**src/rtl/uart_alu_ctrl_if.sv**
```systemverilog
// rtl/uart_alu_ctrl_if.sv - FIFO, ALU and status bundle for the UART ALU frame sequencer
//
// Groups every signal between the sequencer and its surroundings.
//   master : sequencer side (pops RX, pushes TX, drives ALU operands and status)
//   slave  : environment side (RX/TX FIFOs and the combinational ALU)
// Signals:
//   rx_data/rx_empty/rx_rd         RX FIFO head (first-word-fall-through), empty flag, pop
//   tx_full/tx_wr/tx_data          TX FIFO full flag, push, registered result
//   alu_a/alu_b/alu_op/alu_result  registered operands and opcode, ALU output
//   busy/frame_err/op_count        status: not idle, timeout abort pulse, completed frames
interface uart_alu_ctrl_if #(
    parameter int DATA_W = 8,
    parameter int OP_W   = 6
);
    logic [DATA_W-1:0] rx_data;
    logic              rx_empty;
    logic              rx_rd;
    logic              tx_full;
    logic              tx_wr;
    logic [DATA_W-1:0] tx_data;
    logic [DATA_W-1:0] alu_a;
    logic [DATA_W-1:0] alu_b;
    logic [OP_W-1:0]   alu_op;
    logic [DATA_W-1:0] alu_result;
    logic              busy;
    logic              frame_err;
    logic [15:0]       op_count;

    modport master (
        input  rx_data, rx_empty, tx_full, alu_result,
        output rx_rd, tx_wr, tx_data, alu_a, alu_b, alu_op, busy, frame_err, op_count
    );

    modport slave (
        output rx_data, rx_empty, tx_full, alu_result,
        input  rx_rd, tx_wr, tx_data, alu_a, alu_b, alu_op, busy, frame_err, op_count
    );
endinterface

```
**src/rtl/uart_alu_ctrl.sv**
```systemverilog
// rtl/uart_alu_ctrl.sv - three-byte frame sequencer between UART FIFOs and a combinational ALU
//
// Pops operand A, operand B and the opcode from the RX FIFO, holds them on the
// ALU inputs, registers the ALU result and pushes it to the TX FIFO when space
// is available. A stalled partial frame is dropped after TIMEOUT consecutive
// empty cycles while waiting for B or the opcode.
// Ports:
//   clk    rising-edge clock
//   reset  asynchronous, active-high
//   bus    uart_alu_ctrl_if master modport (FIFO, ALU and status signals)
module uart_alu_ctrl #(
    parameter int DATA_W  = 8,
    parameter int OP_W    = 6,
    parameter int TIMEOUT = 1024
) (
    input  logic           clk,
    input  logic           reset,
    uart_alu_ctrl_if.master bus
);
    localparam int CNT_W = (TIMEOUT > 1) ? $clog2(TIMEOUT) : 1;
    localparam logic [CNT_W-1:0] LIMIT = CNT_W'(TIMEOUT - 1);

    typedef enum logic [2:0] {
        GET_A,
        GET_B,
        GET_OP,
        EXEC,
        SEND
    } state_t;

    state_t            state_q;
    logic [DATA_W-1:0] alu_a_q;
    logic [DATA_W-1:0] alu_b_q;
    logic [OP_W-1:0]   alu_op_q;
    logic [DATA_W-1:0] tx_data_q;
    logic [CNT_W-1:0]  tmo_cnt_q;
    logic [15:0]       op_count_q;
    logic              frame_err_q;

    logic in_rx_state;
    logic in_wait_state;
    logic tmo_hit;

    assign in_rx_state   = (state_q == GET_A) || (state_q == GET_B) || (state_q == GET_OP);
    // Only a partially received frame can time out; GET_A idles forever.
    assign in_wait_state = (state_q == GET_B) || (state_q == GET_OP);
    // A byte present on the limit cycle is popped instead of aborting.
    assign tmo_hit       = in_wait_state && bus.rx_empty && (tmo_cnt_q == LIMIT);

    // Pop and push are Mealy on the FIFO flags so a waiting byte or free TX
    // slot is used in the same cycle; reset masks them combinationally.
    assign bus.rx_rd     = !reset && in_rx_state && !bus.rx_empty;
    assign bus.tx_wr     = !reset && (state_q == SEND) && !bus.tx_full;

    assign bus.busy      = (state_q != GET_A);
    assign bus.alu_a     = alu_a_q;
    assign bus.alu_b     = alu_b_q;
    assign bus.alu_op    = alu_op_q;
    assign bus.tx_data   = tx_data_q;
    assign bus.op_count  = op_count_q;
    assign bus.frame_err = frame_err_q;

    always_ff @(posedge clk or posedge reset) begin
        if (reset) begin
            state_q     <= GET_A;
            alu_a_q     <= '0;
            alu_b_q     <= '0;
            alu_op_q    <= '0;
            tx_data_q   <= '0;
            tmo_cnt_q   <= '0;
            op_count_q  <= '0;
            frame_err_q <= 1'b0;
        end else begin
            frame_err_q <= 1'b0;
            case (state_q)
                GET_A: begin
                    if (!bus.rx_empty) begin
                        alu_a_q   <= bus.rx_data;
                        tmo_cnt_q <= '0;
                        state_q   <= GET_B;
                    end
                end
                GET_B: begin
                    if (!bus.rx_empty) begin
                        alu_b_q   <= bus.rx_data;
                        tmo_cnt_q <= '0;
                        state_q   <= GET_OP;
                    end else if (tmo_hit) begin
                        frame_err_q <= 1'b1;
                        tmo_cnt_q   <= '0;
                        state_q     <= GET_A;
                    end else begin
                        tmo_cnt_q <= tmo_cnt_q + 1'b1;
                    end
                end
                GET_OP: begin
                    if (!bus.rx_empty) begin
                        alu_op_q  <= bus.rx_data[OP_W-1:0];
                        tmo_cnt_q <= '0;
                        state_q   <= EXEC;
                    end else if (tmo_hit) begin
                        frame_err_q <= 1'b1;
                        tmo_cnt_q   <= '0;
                        state_q     <= GET_A;
                    end else begin
                        tmo_cnt_q <= tmo_cnt_q + 1'b1;
                    end
                end
                EXEC: begin
                    // Operands have been stable for a full cycle; take the result.
                    tx_data_q <= bus.alu_result;
                    state_q   <= SEND;
                end
                SEND: begin
                    if (!bus.tx_full) begin
                        op_count_q <= op_count_q + 16'd1;
                        tmo_cnt_q  <= '0;
                        state_q    <= GET_A;
                    end
                end
                default: begin
                    tmo_cnt_q <= '0;
                    state_q   <= GET_A;
                end
            endcase
        end
    end
endmodule
```
**src/flat_wrapper.sv**
```systemverilog
// flat-port wrapper written by rule: the top's interface ports become plain ports
module uart_alu_ctrl_flat 
#(
    parameter int DATA_W  = 8,
    parameter int OP_W    = 6,
    parameter int TIMEOUT = 1024
)
  (clk, reset, bus_rx_data, bus_rx_empty, bus_tx_full, bus_alu_result, bus_rx_rd, bus_tx_wr, bus_tx_data, bus_alu_a, bus_alu_b, bus_alu_op, bus_busy, bus_frame_err, bus_op_count);
  uart_alu_ctrl_if #(.DATA_W(DATA_W), .OP_W(OP_W)) bus_i ();
  input  logic clk;
  input  logic reset;
  input wire logic [$bits(bus_i.rx_data)-1:0] bus_rx_data;
  input wire logic [$bits(bus_i.rx_empty)-1:0] bus_rx_empty;
  input wire logic [$bits(bus_i.tx_full)-1:0] bus_tx_full;
  input wire logic [$bits(bus_i.alu_result)-1:0] bus_alu_result;
  output wire logic [$bits(bus_i.rx_rd)-1:0] bus_rx_rd;
  output wire logic [$bits(bus_i.tx_wr)-1:0] bus_tx_wr;
  output wire logic [$bits(bus_i.tx_data)-1:0] bus_tx_data;
  output wire logic [$bits(bus_i.alu_a)-1:0] bus_alu_a;
  output wire logic [$bits(bus_i.alu_b)-1:0] bus_alu_b;
  output wire logic [$bits(bus_i.alu_op)-1:0] bus_alu_op;
  output wire logic [$bits(bus_i.busy)-1:0] bus_busy;
  output wire logic [$bits(bus_i.frame_err)-1:0] bus_frame_err;
  output wire logic [$bits(bus_i.op_count)-1:0] bus_op_count;
  assign bus_i.rx_data = bus_rx_data;
  assign bus_i.rx_empty = bus_rx_empty;
  assign bus_i.tx_full = bus_tx_full;
  assign bus_i.alu_result = bus_alu_result;
  assign bus_rx_rd = bus_i.rx_rd;
  assign bus_tx_wr = bus_i.tx_wr;
  assign bus_tx_data = bus_i.tx_data;
  assign bus_alu_a = bus_i.alu_a;
  assign bus_alu_b = bus_i.alu_b;
  assign bus_alu_op = bus_i.alu_op;
  assign bus_busy = bus_i.busy;
  assign bus_frame_err = bus_i.frame_err;
  assign bus_op_count = bus_i.op_count;
  uart_alu_ctrl #(.DATA_W(DATA_W), .OP_W(OP_W), .TIMEOUT(TIMEOUT)) u_core (.clk(clk), .reset(reset), .bus(bus_i));
endmodule
```
**config.mk**
```make
export PLATFORM = sky130hd
export DESIGN_NAME = uart_alu_ctrl_flat
export DESIGN_NICKNAME = d
export VERILOG_FILES = /design/src/rtl/uart_alu_ctrl_if.sv /design/src/rtl/uart_alu_ctrl.sv /design/src/flat_wrapper.sv
export SDC_FILE = /design/constraint.sdc
export NUM_CORES = 1
export LEC_CHECK = 0
export CORE_ASPECT_RATIO = 0.8
export CORE_MARGIN = 8
export CORE_UTILIZATION = 38
export CTS_BUF_LIST = sky130_fd_sc_hd__clkbuf_8
export DETAILED_ROUTE_END_ITERATION = 10
export GPL_ROUTABILITY_DRIVEN = 0
export PLACE_DENSITY_LB_ADDON = 0.15
export SYNTH_ARGS = -nofsm -noshare
export SYNTH_HDL_FRONTEND = slang
export SYNTH_SLANG_ARGS = --single-unit
```
**constraint.sdc**
```tcl
create_clock -name clk -period 2.9 [get_ports clk]
set_clock_uncertainty 0.15 [all_clocks]
set_input_delay 0.58 -clock clk [delete_from_list [all_inputs] [get_ports clk]]
set_output_delay 0.58 -clock clk [all_outputs]
set_load 0.02 [all_outputs]
```
==> results.tsv, run 1 <==
metric	value	unit
power_leakage	0.00157	µW
arrival	2.07	ns
synth_area	2620	µm²
layout_min_cycle_time	2.80	ns
slew_headroom	0.506	
io_pins	70	
start_kind	primary input	
final_nets	328	
p_sw_frac	0.361	
syn_inst	226	
grt_max_degree	61	
htreeDepth	3	
yosysTopAreaCell	dfrtp_1	
grt_usage	0.134	
antenna_found_initial	0	
start_util	0.386	
slew_viol_final	0	
fmax	0.357	GHz
cts_tree	yes	
die_h	90.3	µm
first_global_vias	2029	
cts_made_buffers	9	
grt_remaining_overflow	0	
holdCritPathClass	flip-flop to flip-flop	
maxCapViolations	0	
drc	0	
post_drt_wl_per_cell	15.2	µm
tightest_slew	0.741	ns
yosysUniqueCellTypes	38	
power_density	952	nW/µm²
rsz0062_at_grt	no	
clk_path_buf_depth	2	
fp.dieW	109	µm
dr.pass1.iters	4	
antenna_cells	0	
finalHoldViolCount	0	
ys.flop_type	dfrtp_1	
crit_type	primary input to output pin	
grt_pass1_wl	10300	µm
ys_async_sr_fraction	1.00	
power	3440	µW
cp_data_required_time	2.17	ns
yosysWarnings	0	
avgSynthCellArea	11.6	µm²
dieArea	9820	µm²
setup_viol	0	
cts_hold_repair.buffers	0	
clk_latency	0.33	ns
p_int	2200	µW
seqPwrFrac	0.378	
yosys-top-cells-area	dfrtp_1 (57%), mux2_2 (9.9%), nand2_1 (5.3%), xnor2_1 (4.0%), nand4_1 (1.7%)	
path_max_fanout	2	
cts.clk_slew.worst_paths	0.06	ns
wirelength	6050	µm
port_buffers	69	
dpl.hpwl	4240	µm
syn2layout_area_growth	38.0	%
comb_power_share	0.429	
ir_drop	0.559	mV
ys_ff_latch	60	
synth_edf_count	0	
worstSetupEndpointType	output pin	
synth_nets	248	
post-route-period-util	0.967	
cts_root_buf	clkbuf_8	
detail_route.vias_per_cell	4.88	
switchingPower	1240	µW
dp_slack	0.0260	ns
row_count	27	
ys_seq_area_frac	0.573	
setup-tns-final	0	ns
drive_gt1_frac	0.165	
clockPowerShare	0.194	
detail-route-antenna-nets	0	
drtIter0Drc	52	
vias	1939	
worst_slack	0.0952	ns
core	6790	µm²
clock_sinks	60	
synthDominantCellAreaShare	0.573	
status	completed	
## worst max-delay path: stages
cell             delay (ns)
clkdlybuf4s50_1        0.47
nor4b_4                0.26
and2_1                 0.17
clkdlybuf4s50_1        0.60
## logic make-up after synthesis
logic type,count (synthesis),synth area share
AO/OA/AOI/OAI,21,0.0497
multiplexers,23,0.0989
XOR/XNOR,17,0.0569
flip-flops,60,0.573
AND/OR/NAND/NOR,92,0.191
buffers and inverters,11,0.0205
adder cells (fa/ha/maj),2,0.00955
## sequential cells by signal, indices dropped and copies added (netlist names)
name	flops
u_core.bus.tx_data	8
u_core.bus.alu_b	8
u_core.bus.alu_op	6
u_core.bus.frame_err	1
u_core.tmo_cnt_q	10
u_core.bus.alu_a	8
u_core.state_q	3
u_core.bus.op_count	16
## cells in the final DEF, fill, tap and decap left out, types with 6 or more instances in the layout
cell type        Yosys  final
nand4_1              7      7
clkdlybuf4s50_1      0     68
nand2_1             37     37
a21oi_1              6      6
clkbuf_8             0     11
dfrtp_1             60     60
buf_4                0      8
xnor2_1             12     12
o21ai_0              7      7
nor2_1              10     10
or3_1                6      6
mux2_2              23     23
## per-layer routing
metal	GRT usage	up-vias	share of wire	wire length, µm
li1	-	951	-	-
met4	0.0512	0	0.015	90
met5	0	-	0	0
met2	0.185	54	0.42	2560
met3	0.0699	9	0.093	565
met1	0.171	925	0.47	2830
## synthesized netlist by cell type (3+ instances only)
master,n
nand3_1,5
xnor2_1,12
mux2_2,23
nand2_1,37
inv_1,3
dfrtp_1,60
clkbuf_1,3
o21ai_0,7
nand4_1,7
buf_2,4
a22o_1,3
a21oi_1,6
xor2_1,5
and3_1,5
or3_1,6
and2_1,3
nor2_1,10
## area by class of cell
| class | count | area, µm² |
|---|---|---|
| Sequential cell | 60 | 1500 |
| Timing Repair Buffer | 77 | 749 |
| Clock buffer | 11 | 151 |
| Tap cell | 87 | 109 |
| Clock inverter | 4 | 25.0 |
| Fill cell | 616 | 3180 |
| Inverter | 3 | 15.0 |
| Multi-Input combinational cell | 155 | 1060 |
## final timing paths
check	end	startpoint	slack (ns)	depth (start not counted)
min in group asynchronous	u_core.bus.op_count[6]	reset	0.82	4
hold / removal	u_core.bus.tx_data[1]	u_core.bus.tx_data[1]	0.33	2
max in group asynchronous	u_core.bus.alu_a[5]	reset	1.30	4
setup reg to reg	u_core.tmo_cnt_q[9]	u_core.state_q[2]	0.60	5
hold reg to reg	u_core.bus.tx_data[1]	u_core.bus.tx_data[1]	0.33	2
setup / recovery	bus_tx_wr	bus_tx_full	0.1	4
## what timing repair did
action / 4_1_cts / 5_1_grt
setup endpoints to repair: 1 / 0
buffers inserted: 0 / 0
resized for setup: 1 / 0
## power by group through the flow
stage                     registers (µW)  logic (µW)  clock network (µW)
final                               1300        1480                 666
after global routing                1350        1600                 730
after CTS                           1300        1500                 698
after detailed placement            1320        1500                   0
after global placement              1310        1490                   0
after floorplan                     1540         582                   0
## metrics by stage
stage	cells	utilization	area [µm²]	hold slack [ns]
after global routing	397	0.532	3610	0.349
final	397	0.532	3610	0.326
after floorplan	226	-	2620	0.334
after detailed placement	382	0.507	3440	0.316
after CTS	397	0.532	3610	0.333
after global placement	382	0.507	3440	0.309
Power figures use the tool's default switching activity.
==> inputs of run 2 (changes only) <==
Settings changed: CTS_CLUSTER_SIZE set to 24.
==> results of run 2 <==
The final DEF is identical to that of run 1; final timing and power are the same.
==> inputs of run 3 (changes only) <==
Settings changed: ABC_AREA set to 1, CORE_UTILIZATION 38 to 51.
==> run 3 against run 2 <==
  * Sequential power is essentially flat
  * Synthesized cell count grew 46%
  * Synthesized area rose by 11%
  * Combinational power increased by 8%
  * Routed wire length is 15% higher
  * Final area grew 8.1%
  * Final cell count is 24% higher
  * Setup slack better by 0.10 ns
  * Global-route usage grew 4.0 points
  * Via count is 25% higher
  * Non-clock buffer count shrank 4
  * First-iteration DRC count rose to 3.1 times the previous value
  * Critical endpoint unchanged
==> results.tsv, run 3 <==
metric	value	unit	change
postCtsSetupRepairBufs	0		unchanged
layout_min_cycle_time	2.70	ns	was 2.80 ns
post_drt_wl_per_cell	14.1	µm	was 15.2 µm
tightest_slew	0.749	ns	was 0.741 ns
io_pins	70		unchanged
fmax	0.370	GHz	was 0.357 GHz
r2r_slack	1.16	ns	was 0.60 ns
drtIter0Drc	163		was 52
cts_tree	yes		unchanged
synth_edf_count	0		unchanged
post-route-period-util	0.932		was 0.967
n_fill_cell	424		was 616
detail_route.vias_per_cell	4.95		was 4.88
hold_ws	0.329	ns	was 0.326 ns
largest_reg_flops	16		unchanged
die_h	83.6	µm	was 90.3 µm
grt_usage	0.174		was 0.134
wirelength	6940	µm	was 6050 µm
core	5470	µm²	was 6790 µm²
clk_path_buf_depth	2		unchanged
drc	0		unchanged
cts_root_buf	clkbuf_8		unchanged
arrival	1.97	ns	was 2.07 ns
syn_inst	330		was 226
grt_max_degree	61		unchanged
yosysUniqueCellTypes	27		was 38
syn2layout_area_growth	34.4	%	was 38.0%
path_max_fanout	5		was 2
power_leakage	0.00181	µW	was 0.00157 µW
antenna_cells	0		unchanged
vias	2428		was 1939
htreeDepth	3		unchanged
ys.flop_type	dfrtp_1		unchanged
yosysMostFrequentCell	nand2_1		was dfrtp_1
grt_pass1_wl	11700	µm	was 10300 µm
synthDominantCellAreaShare	0.516		was 0.573
ys_async_sr_fraction	1.00		unchanged
drive_gt1_frac	0.160		was 0.165
row_count	24		was 27
cts_hold_repair.buffers	0		unchanged
yosys-top-cells-area	dfrtp_1 (52%), nand2_1 (13%), inv_1 (4.5%), o21ai_2 (4.2%), nor2_1 (3.6%)		was dfrtp_1 (57%), mux2_2 (9.9%), nand2_1 (5.3%), xnor2_1 (4.0%), nand4_1 (1.7%)
worstSetupEndpointType	output pin		unchanged
dpl.hpwl	5080	µm	was 4240 µm
fp.dieW	100	µm	was 109 µm
start_util	0.532		was 0.386
cp_data_required_time	2.17	ns	about the same
final_nets	430		was 328
maxCapViolations	0		unchanged
avgSynthCellArea	8.82	µm²	was 11.6 µm²
detail-route-antenna-nets	0		unchanged
slew_viol_final	0		unchanged
finalHoldViolCount	0		unchanged
slew_headroom	0.501		was 0.506
grt_use_met1	0.226		was 0.171
ys_seq_area_frac	0.516		was 0.573
rsz0062_at_grt	no		unchanged
holdCritPathClass	flip-flop to flip-flop		unchanged
cts.clk_slew.worst_paths	0.07	ns	was 0.06 ns
port_buffers	69		unchanged
cts_made_buffers	9		unchanged
synthTopCellsByCount	nand2_1 (97), dfrtp_1 (60), inv_1 (35)		was dfrtp_1 (60), nand2_1 (37), mux2_2 (23)
final_common_cell	nand2_1		was clkdlybuf4s50_1
grt_use_met3	0.0608		was 0.0699
ir_drop	0.566	mV	was 0.559 mV
clock_sinks	60		unchanged
start_kind	primary input		unchanged
antenna_found_initial	0		unchanged
busiest_layer	met2		unchanged
setup-tns-final	0	ns	unchanged
status	completed		unchanged
grt_remaining_overflow	0		unchanged
synth_area	2910	µm²	was 2620 µm²
yosysTopAreaCell	dfrtp_1		unchanged
dieArea	8390	µm²	was 9820 µm²
layout_common_cells	nand2_1 (97), clkdlybuf4s50_1 (69), dfrtp_1 (60)		was clkdlybuf4s50_1 (68), dfrtp_1 (60), nand2_1 (37)
ys_ff_latch	60		unchanged
synth_nets	352		was 248
first_global_vias	2411		was 2029
cts_resized	0		was 1
gr-usage-met2	0.267		was 0.185
yosysWarnings	0		unchanged
clk_latency	0.33	ns	about the same
crit_type	primary input to output pin		unchanged
setup_viol	0		unchanged
dr.pass1.iters	4		unchanged
power_density	966	nW/µm²	was 952 nW/µm²
[run 3: cell count changes after synthesis, sizes merged, moves of 5 or more]
cell   change
mux2      -15
inv       +35
nor2      +26
or3        -6
o21ai     +23
xnor2      -7
and3       -5
nand3     +15
nand2     +67
[run 3: through the flow]
step                area (µm²)  power (µW)  cells  utilization  worst slack (ns)
finish                    3910        3780    491        0.715             0.196
global route              3910        4010    491        0.715             0.112
CTS                       3910        3810    491        0.715             0.185
detailed placement        3670        2920    475        0.672             0.202
global placement          3670        2890    475        0.672             0.193
floorplan                 2910        2250    330            -             0.351
[run 3: cells by family (layout without fill, tap and decap cells)]
| logic type | Yosys count | in the layout | share of synthesized area |
|---|---|---|---|
| AND/OR/NAND/NOR | 171 | 171 | 0.268 |
| buffers and inverters | 44 | 127 | 0.0688 |
| XOR/XNOR | 9 | 9 | 0.0271 |
| AO/OA/AOI/OAI | 36 | 36 | 0.0809 |
| multiplexers | 8 | 8 | 0.0310 |
| flip-flops | 60 | 60 | 0.516 |
| adder cells (fa/ha/maj) | 2 | 2 | 0.00860 |
[run 3: power breakdown]
| part | internal [µW] | switching [µW] |
|---|---|---|
| Sequential | 1100 | 209 |
| Clock | 551 | 315 |
| Combinational | 708 | 890 |
[run 3: critical path: stages]
cell,delay [ns]
clkdlybuf4s50_1,0.46
nor2_4,0.13
inv_1,0.10
nor2_1,0.10
clkdlybuf4s50_1,0.61
[run 3: worst paths after layout]
| path | start | end | cells after the start |
|---|---|---|---|
| min reg2reg | u_core.bus.alu_op[5] | u_core.bus.alu_op[5] | 2 |
| min | u_core.bus.alu_op[5] | u_core.bus.alu_op[5] | 2 |
| max | bus_tx_full | bus_tx_wr | 5 |
| min in group asynchronous | reset | u_core.bus.op_count[1] | 3 |
| max in group asynchronous | reset | u_core.tmo_cnt_q[8] | 3 |
| max reg2reg | u_core.bus.op_count[0] | u_core.bus.op_count[10] | 8 |
[run 3: area by class of cell]
cell class                 count  area (µm²)  share of cell area
multi-input combinational    226        1210               0.309
clock inverter                 4        70.1              0.0179
tap                           78        97.6              0.0250
timing repair buffer          73         721               0.184
sequential                    60        1500               0.384
clock buffer                  12         165              0.0423
inverter                      38         146              0.0375
[run 3: layer usage]
layer / wire [µm] / share of wire / vias to the layer above
met3: 435 / 0.063 / 6
met1: 3250 / 0.47 / 1147
met2: 3190 / 0.46 / 76
met4: 61 / 0.0088 / 0
met5: 0 / 0 / -
li1: - / - / 1199
